### src/rtl/usb_fifo_arbiter.sv
// usb_fifo_arbiter: shares the FX2 slave-FIFO bus between up to two host-to-FPGA
// (RX, EP2/EP4) and two FPGA-to-host (TX, EP6/EP8) streams.
// A round-robin grant holds the bus for at most BURST words.
// A partial IN packet left idle for FLUSH_TIMEOUT cycles is committed with PKTEND.
module usb_fifo_arbiter #(
  parameter int WIDTH         = 8,
  parameter int NUM_CH        = 2,
  parameter int BURST         = 64,
  parameter int PKT_WORDS     = 256,
  parameter int FLUSH_TIMEOUT = 1024
) (
  input  logic                    clk,
  input  logic                    reset,
  output logic [1:0]              usb_addr,
  output logic                    usb_sloe,
  output logic                    usb_slrd,
  output logic                    usb_slwr,
  output logic                    usb_pktend,
  output logic [WIDTH-1:0]        usb_data_in,
  input  logic [WIDTH-1:0]        usb_data_out,
  input  logic [1:0]              usb_ep_empty,
  input  logic [1:0]              usb_ep_full,
  output logic [NUM_CH*WIDTH-1:0] rx_data,
  output logic [NUM_CH-1:0]       rx_valid,
  input  logic [NUM_CH-1:0]       rx_ready,
  input  logic [NUM_CH*WIDTH-1:0] tx_data,
  input  logic [NUM_CH-1:0]       tx_valid,
  output logic [NUM_CH-1:0]       tx_ready
);

  localparam int PCW = (PKT_WORDS > 256) ? $clog2(PKT_WORDS) : 8;
  localparam int IW  = $clog2(FLUSH_TIMEOUT + 1);

  typedef enum logic [2:0] {IDLE, RD_SEL, RD, WR, PKTEND, GAP} state_e;

  state_e         state_q, state_d;
  logic [1:0]     ptr_q, ptr_d;        // slot searched first: 0=RX0 1=RX1 2=TX0 3=TX1
  logic           ch_q, ch_d;          // channel owning the current grant
  logic [8:0]     burst_q, burst_d;    // words moved in the current grant
  logic [PCW-1:0] pcnt_q [2];
  logic [PCW-1:0] pcnt_d [2];
  logic [IW-1:0]  idle_q [2];
  logic [IW-1:0]  idle_d [2];

  // Stream ports padded to two channels so absent channels read as inactive.
  logic [1:0]         rx_ready_w, tx_valid_w, rx_valid_w, tx_ready_w, flush_due;
  logic [2*WIDTH-1:0] tx_data_w, rx_data_w;
  logic [3:0]         elig;
  logic               gnt_found;
  logic [1:0]         gnt_slot;

  // Pad the per-channel inputs to the two-channel internal view.
  always_comb begin
    // NOTE: every signal written in an always_comb gets a default first, so no path leaves it unassigned and no latch is inferred.
    rx_ready_w = '0;
    tx_valid_w = '0;
    tx_data_w  = '0;
    rx_ready_w[NUM_CH-1:0]       = rx_ready;
    tx_valid_w[NUM_CH-1:0]       = tx_valid;
    tx_data_w[NUM_CH*WIDTH-1:0]  = tx_data;
  end

  // Round-robin search over the four slots, starting at ptr_q.
  always_comb begin
    logic [1:0] slot;
    for (int c = 0; c < 2; c++) flush_due[c] = (idle_q[c] == IW'(FLUSH_TIMEOUT));
    elig[0] = !usb_ep_empty[0] && rx_ready_w[0];
    elig[1] = !usb_ep_empty[1] && rx_ready_w[1] && (NUM_CH > 1);
    elig[2] = !usb_ep_full[0] && (tx_valid_w[0] || flush_due[0]);
    elig[3] = !usb_ep_full[1] && (tx_valid_w[1] || flush_due[1]) && (NUM_CH > 1);
    gnt_found = 1'b0;
    gnt_slot  = ptr_q;
    slot      = ptr_q;
    for (int i = 0; i < 4; i++) begin
      slot = ptr_q + 2'(i);
      if (!gnt_found && elig[slot]) begin
        gnt_found = 1'b1;
        gnt_slot  = slot;
      end
    end
  end

  // Next-state and bus/stream outputs; every output is idle outside its own state.
  always_comb begin
    state_d     = state_q;
    ptr_d       = ptr_q;
    ch_d        = ch_q;
    burst_d     = burst_q;
    usb_addr    = 2'b00;
    usb_sloe    = 1'b0;
    usb_slrd    = 1'b0;
    usb_slwr    = 1'b0;
    usb_pktend  = 1'b0;
    usb_data_in = '0;
    rx_valid_w  = '0;
    rx_data_w   = '0;
    tx_ready_w  = '0;
    unique case (state_q)
      IDLE: begin
        if (gnt_found) begin
          ptr_d   = gnt_slot + 2'd1;
          ch_d    = gnt_slot[0];
          burst_d = '0;
          if (!gnt_slot[1])                 state_d = RD_SEL;
          else if (tx_valid_w[gnt_slot[0]]) state_d = WR;
          else                              state_d = PKTEND;
        end
      end
      RD_SEL: begin
        // One turnaround cycle so the FX2 drives the bus before the first read.
        usb_addr = {1'b0, ch_q};
        usb_sloe = 1'b1;
        state_d  = RD;
      end
      RD: begin
        usb_addr                             = {1'b0, ch_q};
        usb_sloe                             = 1'b1;
        rx_data_w[int'(ch_q)*WIDTH +: WIDTH] = usb_data_out;
        rx_valid_w[ch_q]                     = !usb_ep_empty[ch_q];
        usb_slrd                             = !usb_ep_empty[ch_q] && rx_ready_w[ch_q];
        if (usb_slrd) begin
          burst_d = burst_q + 9'd1;
          if (burst_d == 9'(BURST)) state_d = GAP;
        end else begin
          state_d = GAP;
        end
      end
      WR: begin
        usb_addr         = {1'b1, ch_q};
        usb_data_in      = tx_data_w[int'(ch_q)*WIDTH +: WIDTH];
        usb_slwr         = tx_valid_w[ch_q] && !usb_ep_full[ch_q];
        tx_ready_w[ch_q] = usb_slwr;
        if (usb_slwr) begin
          burst_d = burst_q + 9'd1;
          if (burst_d == 9'(BURST)) state_d = GAP;
        end else begin
          state_d = GAP;
        end
      end
      PKTEND: begin
        usb_addr   = {1'b1, ch_q};
        usb_pktend = 1'b1;
        state_d    = GAP;
      end
      GAP:     state_d = IDLE;
      default: state_d = IDLE;
    endcase
  end

  // Per-TX-channel packet fill and idle tracking; a write always beats the timeout.
  always_comb begin
    for (int c = 0; c < 2; c++) begin
      pcnt_d[c] = pcnt_q[c];
      idle_d[c] = idle_q[c];
      if (usb_pktend && ch_q == 1'(c)) begin
        pcnt_d[c] = '0;
        idle_d[c] = '0;
      end else if (usb_slwr && ch_q == 1'(c)) begin
        idle_d[c] = '0;
        pcnt_d[c] = (pcnt_q[c] == PCW'(PKT_WORDS - 1)) ? '0 : pcnt_q[c] + PCW'(1);
      end else if (pcnt_q[c] != '0 && !flush_due[c]) begin
        idle_d[c] = idle_q[c] + IW'(1);
      end
    end
  end

  // State and counter registers.
  always_ff @(posedge clk or negedge reset) begin
    if (!reset) begin
      state_q <= IDLE;
      ptr_q   <= 2'd0;
      ch_q    <= 1'b0;
      burst_q <= '0;
      for (int c = 0; c < 2; c++) begin
        pcnt_q[c] <= '0;
        idle_q[c] <= '0;
      end
    end else begin
      // NOTE: sequential state uses non-blocking assignments so every flop samples pre-edge values.
      state_q <= state_d;
      ptr_q   <= ptr_d;
      ch_q    <= ch_d;
      burst_q <= burst_d;
      for (int c = 0; c < 2; c++) begin
        pcnt_q[c] <= pcnt_d[c];
        idle_q[c] <= idle_d[c];
      end
    end
  end

  assign rx_valid = rx_valid_w[NUM_CH-1:0];
  assign tx_ready = tx_ready_w[NUM_CH-1:0];
  assign rx_data  = rx_data_w[NUM_CH*WIDTH-1:0];

endmodule

### config.mk
export PLATFORM = sky130hd
export DESIGN_NAME = usb_fifo_arbiter
export DESIGN_NICKNAME = d
export VERILOG_FILES = /design/src/rtl/usb_fifo_arbiter.sv
export SDC_FILE = /design/constraint.sdc
export NUM_CORES = 1
export LEC_CHECK = 0
export BUFFER_PORTS_ARGS = -buffer_cell sky130_fd_sc_hd__clkbuf_2
export CORE_UTILIZATION = 25
export DETAILED_ROUTE_END_ITERATION = 10
export PLACE_DENSITY = 0.42
export SLEW_MARGIN = 10
export SYNTH_ARGS = -nofsm -noshare
export SYNTH_HDL_FRONTEND = slang
export SYNTH_SLANG_ARGS = --single-unit
export TNS_END_PERCENT = 30
### constraint.sdc
create_clock -name clk -period 3.1 [get_ports clk]
set_input_delay 0.155 -clock clk [delete_from_list [all_inputs] [get_ports clk]]
set_output_delay 0.155 -clock clk [all_outputs]
set_load 0.01 [all_outputs]
==> key figures <==
STA
  – Setup TNS: 0 ns
  – Peak Freq: 381.0 MHz
  – Slew margin rel.: 49.27%
  – Tmin final: 2.625 ns
  – Final Cycle Share: 84.67%
  – Final hold violation count: 0
  – Worst hold slack: 0.3249 ns
  – Worst Skew: 0.007658 ns
  – Worst-margin pin slew: 0.7610 ns
  – RSZ-0062 raised after global routing: false
  – Final setup viols: 0
  – Count of final max-slew check failures: 0

Worst setup path
  – Worst r2r src: idle_q[11]$_DFFE_PN0P_
  – Critical path arrival: 2.80 ns
  – Crit Path Max Fanout: 10
  – Crit-path slowest cell: or4b_1
  – Worst-path cell chain: inv_1 > ha_1 > or4b_1 > o41a_1 > nand4_1 > o21ai_1 > o32a_1 > o21ai_1 > o31ai_1
  – Required time at the worst-slack endpoint: 3.27 ns
  – Flop2flop setup slack: 0.48 ns
  – Worst Setup SP: idle_q[11]$_DFFE_PN0P_
  – Stages on worst setup path: 9
  – Top cell by count, worst path: o21ai_1
  – Startpoint types: flip-flop
  – Buffers plus inverters on the worst setup path: 1
  – CP Class: reg -> reg
  – Worst path max stage delay: 0.45 ns
  – Worst R2R Path Depth: 9
  – CP endpoint: burst_q[4]$_DFFE_PN0P_
  – Reg2reg end: burst_q[4]$_DFFE_PN0P_
  – Crit path capture type: flip-flop
  – Crit path max-delay family: compound AO/OA/AOI/OAI gates

Synthesis
  – Fraction of registers with async set/reset: 100.0%
  – Mapped cell area: 0.003329 sq mm
  – Post-synth EDFFs: 0
  – #FFs+latches synth: 53
  – Top FF cell, synth: dfrtp_1
  – Syn avg cell area: 8.626 sq um
  – Synth area leaders: dfrtp_1 (40%), nor2_1 (7.3%), and2_1 (4.3%)
  – Top cell type's share of synthesized area: 39.83%
  – Most numerous cell in the Yosys netlist: nor2_1
  – Syn nets: 429
  – Yosys Warn Count: 0
  – Sequential share of the synthesized area: 39.83%
  – Synth area leader: dfrtp_1
  – Count of different cell masters after synthesis: 54
  – Synth Instances: 386
  – Top post-synthesis cells by count: nor2_1 (65), dfrtp_1 (53), nand2_1 (29), and2_1 (23), a21oi_1 (19)

Clock tree
  – Clock Path Buffers: 2
  – Post-CTS Setup Bufs: 0
  – Post-CTS sizing: 0
  – Clk slew on worst S/H paths: 0.07 ns
  – H-tree levels: 2
  – Clock Sinks: 53
  – Clock tree from TritonCTS: done
  – Clk_lat worst skew: 0.30 ns
  – CTS buffer count: 5
  – Root buffer cell: clkbuf_16

GRT
  – GRT met1 Usage: 17.44%
  – Grt ovf: 0
  – Met2 usage: 19.60%
  – Largest net degree at the start of global routing: 29
  – Vias in the first global route: 2802
  – Initial antenna violation count: 0
  – GR Util met3: 2.335%
  – Total track usage: 12.63%
  – First-pass GRT wire length: 14.08 mm
  – Layer carrying the most global-route usage: met2

Power and ir drop
  – Clock Power Share: 23.6%
  – Pint: 0.001870 W
  – Total power: 0.003075 W
  – Pleak: 1.923 nW
  – Sw Pwr: 0.001205 W
  – PwrDens: 749.2 mW/mm^2
  – Sw frac: 39.19%
  – Max VDD drop: 0.2630 mV
  – Seq pwr share: 36.2%
  – Comb pwr share: 40.2%

Floorplan
  – Die Y: 117.4 microns
  – Core area: 0.01282 sq mm
  – Die area: 0.01378 sq mm
  – Width of the die: 117.4 microns
  – I/O pin total: 68
  – Row count: 41
  – Starting Density: 25.96%

Detailed routing
  – Post-route ant nets: 0
  – Routed via count: 2979
  – Vias/cell: 4.714
  – DRT iter0 DRCs: 200
  – Routed length per instance: 13.26 microns
  – Drt total wl: 8.382 mm
  – # DRC: 0
  – DRT Pass-1 Iters: 4

Run status
  – Run status: finished, final reports clean

Layout
  – Fin util: 32.00%
  – Storage cell area: 0.001326 sq mm
  – Area of the multi-input gates: 0.001903 sq mm
  – Fill count: 1377
  – Nets: 502
  – Post-route insts no fill: 632
  – Diodes inserted: 0
  – Layout area overhead: 23.26%
  – Fraction of layout cells with a size suffix above 1: 21.30%

Hold path
  – Type of the tightest min-delay check: in -> reg

Place
  – Placed instance count: 623
  – HPWL after DPL: 6.294 mm
  – Routability Congestion: 0.7773
  – Port Buffers: 67

Flow run
  – Max_cap viols: 0
stage by stage:
stage,instance area (sq um),worst slack [ns]
global placement,3904,0.5488
finish,4104,0.4751
floorplan,3329,0.7212
CTS,4104,0.4901
global route,4104,0.3400
detailed placement,3904,0.4989
power by group through the flow:
stage          clock network, W  logic, W  registers [W]
2_1_floorplan                 0  0.000962        0.00102
3_3_place_gp                  0   0.00125        0.00112
3_5_place_dp                  0   0.00125        0.00112
4_1_cts                0.000746   0.00126        0.00111
5_1_grt                0.000771   0.00139        0.00115
6_report               0.000727   0.00124        0.00111
routing by layer:
layer	vias up	wire length, microns
met4	0	121
li1	1492	-
met3	7	425
met2	98	3681
met5	-	0
met1	1382	4154
cell type report:
type                            count  area share [%]
Clock buffer                        5           3.049
Clock inverter                      3           1.585
Inverter                           15           1.372
Multi-Input combinational cell    307           46.37
Sequential cell                    53           32.32
Tap cell                          172           5.244
Timing Repair Buffer               77           10.06
registers in the layout (all words and copies together) (netlist names):
register  count
ptr_q         2
pcnt_q       16
state_q       3
idle_q       22
ch_q          1
burst_q       9
worst min path at each step:
stage	end	start	depth (start not counted)
3_3_place_gp	pcnt_q[3]$_DFFE_PN0P_	reset	1
5_1_grt	state_q[1]$_DFFE_PN0N_	tx_valid[0]	4
2_1_floorplan	burst_q[0]$_DFFE_PN0P_	reset	0
4_1_cts	state_q[1]$_DFFE_PN0N_	tx_valid[0]	4
6_report	state_q[1]$_DFFE_PN0N_	tx_valid[0]	4
3_5_place_dp	pcnt_q[5]$_DFFE_PN0P_	reset	1
kinds of logic (layout without fill, tap and decap cells):
| group | count (synthesis) | in the layout | share of synthesized area (%) |
|---|---|---|---|
| simple gates | 191 | 191 | 29.46 |
| buf+inv | 26 | 100 | 3.006 |
| compound gates | 66 | 66 | 12.93 |
| flops | 53 | 53 | 39.83 |
| fa+ha+maj | 9 | 9 | 3.382 |
| xor+xnor | 27 | 27 | 7.102 |
| mux | 14 | 14 | 4.284 |
placed cells by master (no fill, tap or decap), drive strengths merged, types with 2 or more instances in the layout:
master / instances
clkbuf: 72
nor2: 65
dfrtp: 53
nand2: 29
and2: 23
o21ai: 22
a21oi: 19
xor2: 16
inv: 15
mux2i: 12
nor3: 11
xnor2: 11
nand4: 11
nand3: 11
ha: 9
buf: 9
and3: 8
nor2b: 5
or3: 5
nand2b: 4
and4: 4
a31oi: 4
nor4: 4
o21a: 3
or2: 3
nand3b: 2
o21bai: 2
nor4b: 2
o211ai: 2
mux2: 2
bufinv: 2
or4b: 2
o2bb2ai: 2
what timing repair did:
action / in CTS / in global routing
setup endpoints to repair: 0 / 0
hold buffers: 1 / 0
endpoints found under the hold margin: 26 / 0
worst reg2reg max path, delay by kind of cell (launching register included):
family / cells / cell delay (ns)
AND/OR/NAND/NOR: 2 / 0.68
adder cells (fa/ha/maj): 1 / 0.12
buffers and inverters: 1 / 0.07
AO/OA/AOI/OAI: 5 / 1.21
flip-flops: 1 / 0.42
Note: power is estimated with default switching activity, not from simulation.
